[config.mk]
export PLATFORM = sky130hd
export DESIGN_NAME = gpio_edge_in_flat
export DESIGN_NICKNAME = d
export VERILOG_FILES = /design/src/rtl/gpio_pkg.sv /design/src/rtl/gpio_edge_in_if.sv /design/src/rtl/gpio_debounce.sv /design/src/rtl/gpio_edge_in.sv /design/src/flat_wrapper.sv
export SDC_FILE = /design/constraint.sdc
export NUM_CORES = 1
export LEC_CHECK = 0
export ABC_AREA = 1
export CORE_ASPECT_RATIO = 0.6
export CORE_MARGIN = 2
export CORE_UTILIZATION = 30
export DETAILED_ROUTE_END_ITERATION = 10
export GPL_ROUTABILITY_DRIVEN = 1
export PLACE_DENSITY_LB_ADDON = 0.08
export SETUP_SLACK_MARGIN = 0.1
export SYNTH_ARGS = -nofsm -noshare
export SYNTH_HDL_FRONTEND = slang
export SYNTH_SLANG_ARGS = --single-unit
export TNS_END_PERCENT = 1
[constraint.sdc]
create_clock -name clk -period 1.77 [get_ports clk]
set_input_delay 0.354 -clock clk [delete_from_list [all_inputs] [get_ports clk]]
set_output_delay 0.354 -clock clk [all_outputs]
set_load 0.01 [all_outputs]
[src/rtl/gpio_pkg.sv]
// ---------------------------------------------------------------------------
// gpio_pkg
//   Shared constants for the input PIO slice: Avalon register map and the
//   encodings of the EDGE_TYPE parameter.
//   No ports.
// ---------------------------------------------------------------------------
package gpio_pkg;

   // Register map (word addresses on the 2-bit slave address)
   localparam logic [1:0] GPIO_ADDR_DATA = 2'd0;
   localparam logic [1:0] GPIO_ADDR_MASK = 2'd2;
   localparam logic [1:0] GPIO_ADDR_EDGE = 2'd3;

   // Which debounced transitions set an EDGE_CAPTURE bit
   localparam int unsigned EDGE_RISE = 0;
   localparam int unsigned EDGE_FALL = 1;
   localparam int unsigned EDGE_ANY  = 2;

endpackage

[src/rtl/gpio_edge_in_if.sv]
// ---------------------------------------------------------------------------
// gpio_edge_in_if
//   Avalon-MM slave bus bundle for the input PIO.
//   address    : register select
//   chipselect : slave select
//   write_n    : active-low write strobe
//   writedata  : write data (WIDTH bits)
//   readdata   : read data, zero latency (WIDTH bits)
//   Modports: master (interconnect side), slave (PIO side).
// ---------------------------------------------------------------------------
interface gpio_edge_in_if #(
   parameter int unsigned WIDTH = 4
) ();
   logic [1:0]       address;
   logic             chipselect;
   logic             write_n;
   logic [WIDTH-1:0] writedata;
   logic [WIDTH-1:0] readdata;

   modport master (
      output address, chipselect, write_n, writedata,
      input  readdata
   );

   modport slave (
      input  address, chipselect, write_n, writedata,
      output readdata
   );
endinterface

[src/rtl/gpio_debounce.sv]
// ---------------------------------------------------------------------------
// gpio_debounce
//   One input bit: two-flop synchroniser followed by a hold-time debouncer.
//   A new level is accepted once the synchronised input has differed from the
//   accepted level for DEBOUNCE_CYCLES consecutive cycles.
//   clk      : system clock
//   reset_n  : asynchronous active-low reset
//   pin_i    : raw asynchronous pin
//   stable_o : debounced level
//   accept_o : high in the cycle stable_o is about to toggle
// ---------------------------------------------------------------------------
module gpio_debounce #(
   parameter int unsigned DEBOUNCE_CYCLES = 50000,
   parameter logic        IDLE_LEVEL      = 1'b1
) (
   input  logic clk,
   input  logic reset_n,
   input  logic pin_i,
   output logic stable_o,
   output logic accept_o
);

   localparam int unsigned CW = $clog2(DEBOUNCE_CYCLES + 1);
   localparam logic [CW-1:0] CNT_LAST = CW'(DEBOUNCE_CYCLES - 1);

   logic          sync1_q, sync2_q;
   logic          stable_q, stable_d;
   logic [CW-1:0] cnt_q, cnt_d;

   always_ff @(posedge clk or negedge reset_n) begin
      if (!reset_n) begin
         sync1_q  <= IDLE_LEVEL;
         sync2_q  <= IDLE_LEVEL;
         stable_q <= IDLE_LEVEL;
         cnt_q    <= '0;
      end else begin
         sync1_q  <= pin_i;
         sync2_q  <= sync1_q;
         stable_q <= stable_d;
         cnt_q    <= cnt_d;
      end
   end

   // Counter only runs while the synchronised level disagrees; any return to
   // the accepted level clears it, so a bounce restarts the hold time.
   always_comb begin
      cnt_d    = '0;
      stable_d = stable_q;
      accept_o = 1'b0;
      if (sync2_q != stable_q) begin
         if (cnt_q == CNT_LAST) begin
            stable_d = sync2_q;
            accept_o = 1'b1;
         end else begin
            cnt_d = cnt_q + 1'b1;
         end
      end
   end

   assign stable_o = stable_q;

endmodule

[src/rtl/gpio_edge_in.sv]
// ---------------------------------------------------------------------------
// gpio_edge_in
//   Avalon-MM input PIO: synchronised, debounced inputs with per-bit edge
//   capture and a maskable level interrupt.
//   clk     : system clock
//   reset_n : asynchronous active-low reset
//   bus     : Avalon-MM slave (address, chipselect, write_n, writedata,
//             readdata); reads are combinational, writes posted
//   in_port : raw asynchronous input pins (WIDTH bits)
//   irq     : level interrupt, |(EDGE_CAPTURE & IRQ_MASK)
// ---------------------------------------------------------------------------
module gpio_edge_in
   import gpio_pkg::*;
#(
   parameter int unsigned      WIDTH           = 4,
   parameter int unsigned      DEBOUNCE_CYCLES = 50000,
   parameter int unsigned      EDGE_TYPE       = EDGE_ANY,
   parameter logic [WIDTH-1:0] IDLE_LEVEL      = '1
) (
   input  logic                 clk,
   input  logic                 reset_n,
   gpio_edge_in_if.slave        bus,
   input  logic [WIDTH-1:0]     in_port,
   output logic                 irq
);

   logic [WIDTH-1:0] stable;
   logic [WIDTH-1:0] accept;
   logic [WIDTH-1:0] edge_ev;
   logic [WIDTH-1:0] mask_q, mask_d;
   logic [WIDTH-1:0] cap_q, cap_d;
   logic [WIDTH-1:0] clr;
   logic             wr;

   for (genvar g = 0; g < WIDTH; g++) begin : g_bit
      gpio_debounce #(
         .DEBOUNCE_CYCLES (DEBOUNCE_CYCLES),
         .IDLE_LEVEL      (IDLE_LEVEL[g])
      ) u_deb (
         .clk      (clk),
         .reset_n  (reset_n),
         .pin_i    (in_port[g]),
         .stable_o (stable[g]),
         .accept_o (accept[g])
      );
   end

   // accept flags the toggle cycle, so the current stable value is the old
   // level: old 0 means a rising edge, old 1 a falling edge.
   always_comb begin
      edge_ev = accept;
      if (EDGE_TYPE == EDGE_RISE) begin
         edge_ev = accept & ~stable;
      end else if (EDGE_TYPE == EDGE_FALL) begin
         edge_ev = accept & stable;
      end
   end

   assign wr = bus.chipselect && !bus.write_n;

   // Clear applied before set so a same-cycle edge survives the W1C write.
   always_comb begin
      clr    = '0;
      mask_d = mask_q;
      if (wr && bus.address == GPIO_ADDR_EDGE) begin
         clr = bus.writedata;
      end
      if (wr && bus.address == GPIO_ADDR_MASK) begin
         mask_d = bus.writedata;
      end
      cap_d = (cap_q & ~clr) | edge_ev;
   end

   always_ff @(posedge clk or negedge reset_n) begin
      if (!reset_n) begin
         mask_q <= '0;
         cap_q  <= '0;
      end else begin
         mask_q <= mask_d;
         cap_q  <= cap_d;
      end
   end

   always_comb begin
      bus.readdata = '0;
      case (bus.address)
         GPIO_ADDR_DATA: bus.readdata = stable;
         GPIO_ADDR_MASK: bus.readdata = mask_q;
         GPIO_ADDR_EDGE: bus.readdata = cap_q;
         default:        bus.readdata = '0;
      endcase
   end

   assign irq = |(cap_q & mask_q);

endmodule

[src/flat_wrapper.sv]
// flat-port wrapper written by rule: the top's interface ports become plain ports
module gpio_edge_in_flat import gpio_pkg::*;
#(
   parameter int unsigned      WIDTH           = 4,
   parameter int unsigned      DEBOUNCE_CYCLES = 50000,
   parameter int unsigned      EDGE_TYPE       = EDGE_ANY,
   parameter logic [WIDTH-1:0] IDLE_LEVEL      = '1
)
  (clk, reset_n, in_port, irq, bus_address, bus_chipselect, bus_write_n, bus_writedata, bus_readdata);
  gpio_edge_in_if #(.WIDTH(WIDTH)) bus_i ();
  input  logic clk;
  input  logic reset_n;
  input  logic [WIDTH-1:0] in_port;
  output logic irq;
  input wire logic [$bits(bus_i.address)-1:0] bus_address;
  input wire logic [$bits(bus_i.chipselect)-1:0] bus_chipselect;
  input wire logic [$bits(bus_i.write_n)-1:0] bus_write_n;
  input wire logic [$bits(bus_i.writedata)-1:0] bus_writedata;
  output wire logic [$bits(bus_i.readdata)-1:0] bus_readdata;
  assign bus_i.address = bus_address;
  assign bus_i.chipselect = bus_chipselect;
  assign bus_i.write_n = bus_write_n;
  assign bus_i.writedata = bus_writedata;
  assign bus_readdata = bus_i.readdata;
  gpio_edge_in #(.WIDTH(WIDTH), .DEBOUNCE_CYCLES(DEBOUNCE_CYCLES), .EDGE_TYPE(EDGE_TYPE), .IDLE_LEVEL(IDLE_LEVEL)) u_core (.clk(clk), .reset_n(reset_n), .bus(bus_i), .in_port(in_port), .irq(irq));
endmodule
* After elaboration in Yosys (flattened, before gate mapping)
Cells that the tools add are included.
** Cells by class
- Add/sub/neg operators :: 4
- Eq/ne operators :: 10
- Multiplexer cells :: 18
- Bitwise logic cells :: 4
- Reduce and logical (&&, ||, !) cells :: 10
** Operators by type and width (number)
- 16-bit two-way mux :: 8
- 16-bit by 1-bit adder with 16-bit output, second input constant :: 4
- 16-bit equality test, second input constant :: 4
- 4-bit one-hot mux with 3 select lines :: 1
- 4-bit AND :: 2
- 1-bit two-way mux :: 8
- 2-bit AND reduction :: 4
- 2-bit equality test, second input constant :: 2
- 4-bit two-way mux :: 1
- 1-bit inequality test :: 4
- 4-bit inverter :: 1
- 4-bit OR :: 1
- 4-bit OR reduction :: 1
- 1-bit logical AND :: 3
- 2-bit logical NOT :: 1
- 1-bit logical NOT :: 1
** Storage, ports and cells
- Register bits :: 84
- Output and inout port bits :: 5
- Logic and storage cells :: 64

* Depth between registers and ports, before layout
- Depth in word-level cells :: 7
- Depth in mapped cells :: 9
- Mapped depth without buffers :: 9

* Modules after synthesis
A second synthesis with hierarchy kept.
** Unflattened totals
- Cell total of the unflattened synthesis :: 554
- Area total of the unflattened synthesis :: 4503.1 um^2
** By module, submodules not included
- gpio_debounce (u_core.g_bit[0].u_deb ...) :: instances 3, cells an instance 122, area an instance 1023.5 um^2
- gpio_debounce (u_core.g_bit[1].u_deb) :: instances 1, cells an instance 123, area an instance 983.4 um^2
- gpio_edge_in :: instances 1, cells an instance 65, area an instance 449.2 um^2

* Worst setup path before layout
No wires, ideal clock.
- Path type :: reg2reg
- Start point :: register u_core.g_bit[1].u_deb.cnt_q[0]
- End point :: register u_core.g_bit[1].u_deb.cnt_q[8]
- Arrival time :: 1.173 ns
- Required time :: 1.651 ns
- Slack :: 0.478 ns
- Cell stages (with the launch flop) :: 7
- Buffers on the path :: 0
- Period minus slack after synthesis :: 1.292 ns
- Cell sequence :: dfrtp_1 -> ha_1 -> nand3_1 -> nor3_2 -> nand2_1 -> nand2_2 -> nor2_1
** Between the ends
- Word-level cells in the longest chain between the ends :: 3
** RTL lines
- start: declaration :: RTL line gpio_debounce.sv:28 : logic [CW-1:0] cnt_q, cnt_d;
- start signal: assignment :: RTL line gpio_debounce.sv:40 : cnt_q <= cnt_d;
- 16-bit by 1-bit adder with 16-bit output or 16-bit equality test (tied branches) :: RTL line gpio_debounce.sv:55, gpio_debounce.sv:51
- 16-bit two-way mux (*) :: RTL line gpio_debounce.sv:51 : if (cnt_q == CNT_LAST) begin
- 16-bit two-way mux (*) :: RTL line gpio_debounce.sv:50 : if (sync2_q != stable_q) begin
- via u_core.g_bit[1].u_deb.cnt_d[8] :: RTL line gpio_debounce.sv:28
The timed path passes the listed nets; every way through them passes the cells marked *.
A chain may end at the register's enable or synchronous reset.

* Worst setup path in the final report
- Start point :: register u_core.g_bit[2].u_deb.cnt_q[0]
- End point :: register u_core.g_bit[2].u_deb.cnt_q[8]
** Between the ends
- Word-level cells in the longest chain between the ends :: 3
** RTL lines (RTL line)
- start: declaration :: gpio_debounce.sv:28
- start signal: assignment :: gpio_debounce.sv:40
- 16-bit by 1-bit adder with 16-bit output or 16-bit equality test (tied branches) :: gpio_debounce.sv:55, gpio_debounce.sv:51
- 16-bit two-way mux (*) :: gpio_debounce.sv:51
- 16-bit two-way mux (*) :: gpio_debounce.sv:50
- via u_core.g_bit[2].u_deb.cnt_d[8] :: gpio_debounce.sv:28
Marked as above.

==> impl_results.md <==
- Sequential share of power: slightly above 50%
- Cell chain of the critical path: ha_1, nand3_1, nor3_4, nand2_2, nand2_2, nor2_1
- Final Instance Count excl. Fillers: 805
- Compound-Gate Fraction of Synth Area: 4.27%
- Distinct cells, synth: 23
- Largest family of logic cells by synthesized area: simple AND/OR/NAND/NOR gates
- N_diodes: 0
- Critical Path Source: u_core.g_bit[2].u_deb.cnt_q[0]
- YS warnings: 0
- Tcrit/Tclk final: 88.9%
- Net Sw Frac: about a quarter
- Vert. Die Dim: 97.7 um
- Worst hold path startpoint: u_core.g_bit[1].u_deb.sync1_q
- Placed cell area: 0.00488 mm^2
- CTS HTree Levels: 3
- CTS tree: built
- Gpl congestion: 0.863
- Post-Syn Nets: a little under 600
- Post-synthesis cell count: between 500 and 600
- Die area: 0.0157 mm^2
- Worst vdd ir: 389 uV
- Die width: 160 um
- Initial antenna violation count: 0
- Vias/cell: 4.48
- Clk buf depth: 2
- Final setup violation count: 0
- Register-to-register path setup slack: 0.20 ns
- Largest delay contributor family on the critical path: simple AND/OR/NAND/NOR gates
- Hold WS: roughly 0.36 ns
- Status: complete, no violations
- I/O pins: 19
- Reg2Reg Depth: 6
- FMAX: between 0.6 and 0.7 GHz
- Avg Cell Area, Syn: between 7 and 8 um^2
- CP Class: flop to flop
- XOR/XNOR Fraction of Synth Area: 6.27%
- Port Buffers: 18
- DR DRC count: 0
- Drt pass-1 iters: 5
- Layout net count: a little over 600
- Combinational power share: 6.6%
- Pins Over Slew Limit: 0
- Net Switching: 0.000963 W
- RSZ-0062 raised after global routing: yes
- Top cell type's share of synthesized area: 41.0%
- Slew HR: 69.4%
- Yosys reg bits: 84
- Seq/Total Area, Yosys: 48.2%
- Synth Area in Adders: 1.14%
- Synth top area cells: dfrtp_1, nand2_1, nor2_1
- Post-Route WL: 10.1 mm
- Final antenna-violating net count: 0
- Crit start category: flop
- Clk pwr share: 42.9%
- Row count: 34
- Core ar.: 0.0144 mm^2
- Initial DRC Count: approximately 210
- First-pass GRT wire length: 17.5 mm
- Yosys top cell by area: dfrtp_1
- Slowest cell delay on critical path: 0.40 ns
- Finished Cell Area: 0.00516 mm^2
- Sink Count: 84
- LEAKAGE: 2.39 nW
- Grt ovf: 0
- All-Layer GR Usage: 14.1%
- Final setup skew: about 0.007 ns
- Crit path buf inv count: 0
- Worst Hold End: u_core.g_bit[1].u_deb.sync2_q
- Clock Latency Late Sink: 0.33 ns
- Synth Area in Simple Gates: between 30% and 40%
- Largest net degree at the start of global routing: 32
- CP max FO: 8
- TritonCTS buffer count: 9
- DPL Wire Length: 7.65 mm
- Max Cap Viol: 0
- P_int: 0.00309 W
- Mapped Area: 0.00439 mm^2
- Worst Max-Slew Pin Slew: 0.459 ns
- CP most frequent cell: nand2_2
- Hold path cells: 0
- Syn-to-layout area delta: 17.4%
- RR Endpoint: u_core.g_bit[2].u_deb.cnt_q[8]
- Initial Util: 30.6%
- R2r startpoint: u_core.g_bit[2].u_deb.cnt_q[0]
- Power per cell area: 785 mW/mm^2
- Placed cell count: around 800
- Via count: between 3,000 and 4,000
- Post-synthesis mux area share: 0%
- Vias in the first global route: 3,404
- Reg clk slew, reported paths: ~0.060 ns
- CTS root buf: clkbuf_16
- Required @ worst endpoint: 1.99 ns
- CP max-delay cell: dfrtp_1
- Crit end category: flop
- Hold Violations, Final: 0
- Share of layout cells above drive strength 1: 10.4%
- CP arrival: 1.79 ns
- Final worst path period need: 1.57 ns
- Worst min-delay path category: flop to flop
- Routed len/inst: 12.6 um
-- logic make-up after synthesis --
logic type | after synthesis
simple gates | 354
flops | 84
buf+inv | 64
compound gates | 33
xor+xnor | 28
fa+ha+maj | 4
-- layout make-up --
type | instances | area (um^2)
Fill cell | 1533 | 9220
Sequential cell | 84 | 2120
Multi-Input combinational cell | 419 | 2050
Tap cell | 198 | 248
Clock buffer | 12 | 246
Inverter | 64 | 240
Timing Repair Buffer | 24 | 226
Clock inverter | 4 | 25.0
-- flip-flops by register name, summed over array words and instances (netlist names) --
register,count
u_core.g_bit.u_deb.stable_o,4
u_core.g_bit.u_deb.sync2_q,4
u_core.g_bit.u_deb.cnt_q,64
u_core.g_bit.u_deb.sync1_q,4
u_core.mask_q,4
u_core.cap_q,4
-- worst max-delay path by stage --
stage / to / slack (ns) / cells past startpoint
final: u_core.g_bit[2].u_deb.cnt_q[8] / 0.20 / 6
after CTS: irq / 0.15 / 3
after global routing: u_core.g_bit[3].u_deb.cnt_q[8] / 0.07 / 6
after detailed placement: bus_readdata[3] / -0.41 / 7
after floorplan: u_core.g_bit[1].u_deb.cnt_q[8] / 0.48 / 6
after global placement: bus_readdata[0] / -0.43 / 7
-- layer usage --
layer | global-route usage (%) | up-vias | share of wire (%)
met5 | 0 | - | 0
met4 | 2.84 | 0 | 0.64
met3 | 3.65 | 7 | 4.3
met2 | 19.3 | 65 | 39
met1 | 22.0 | 1669 | 56
li1 | - | 1866 | -
-- timing repair --
item,CTS,global route
setup endpoints to repair,5,28
pin swaps,0,0
setup buffers,0,0
hold endpoints to repair,23,0
resized for setup,22,2
hold buffers,1,0
-- synthesized netlist by cell type, drive strengths merged --
library cell / n
a21o: 1
a21oi: 4
a31oi: 8
dfrtp: 72
dfstp: 12
ha: 4
inv: 64
nand2: 139
nand3: 51
nand4: 14
nor2: 136
nor3: 9
nor3b: 5
o21ai: 16
o21bai: 4
xnor2: 9
xor2: 19
-- power by group through the flow --
stage | clock (W) | combinational [W] | sequential [W]
3_5_place_dp | 0 | 0.000290 | 0.00208
6_report | 0.00174 | 0.000266 | 0.00205
4_1_cts | 0.00182 | 0.000278 | 0.00204
2_1_floorplan | 0 | 0.000131 | 0.00207
3_3_place_gp | 0 | 0.000288 | 0.00208
5_1_grt | 0.00191 | 0.000309 | 0.00206
-- through the flow --
stage          worst slack [ns]  TNS [ns]  power (W)  utilization [%]
5_1_grt                  0.0744         0    0.00428             35.9
6_report                  0.196         0    0.00405             35.9
3_5_place_dp             -0.406     -1.60    0.00237             33.9
2_1_floorplan             0.478         0    0.00220                -
3_3_place_gp             -0.427     -1.67    0.00237             33.9
4_1_cts                   0.147         0    0.00414             35.8
-- placed cells by master (no fill, tap or decap), types with 5 or more instances in the layout --
cell type        Yosys  final
clkdlybuf4s50_1      0     10
nor3b_2              5      5
dfrtp_1             72     72
dfstp_2             12     12
nand3_1             51     49
clkbuf_16            0      9
nand2_2              5      6
xor2_1              15     15
nor2_1             133    133
inv_1               62     61
o21ai_0             12     12
nand2_1            134    133
nand4_1             14     14
nor3_1               5      5
a31oi_1              8      8
xnor2_1              9      9
(Power assumes the default switching activity.)
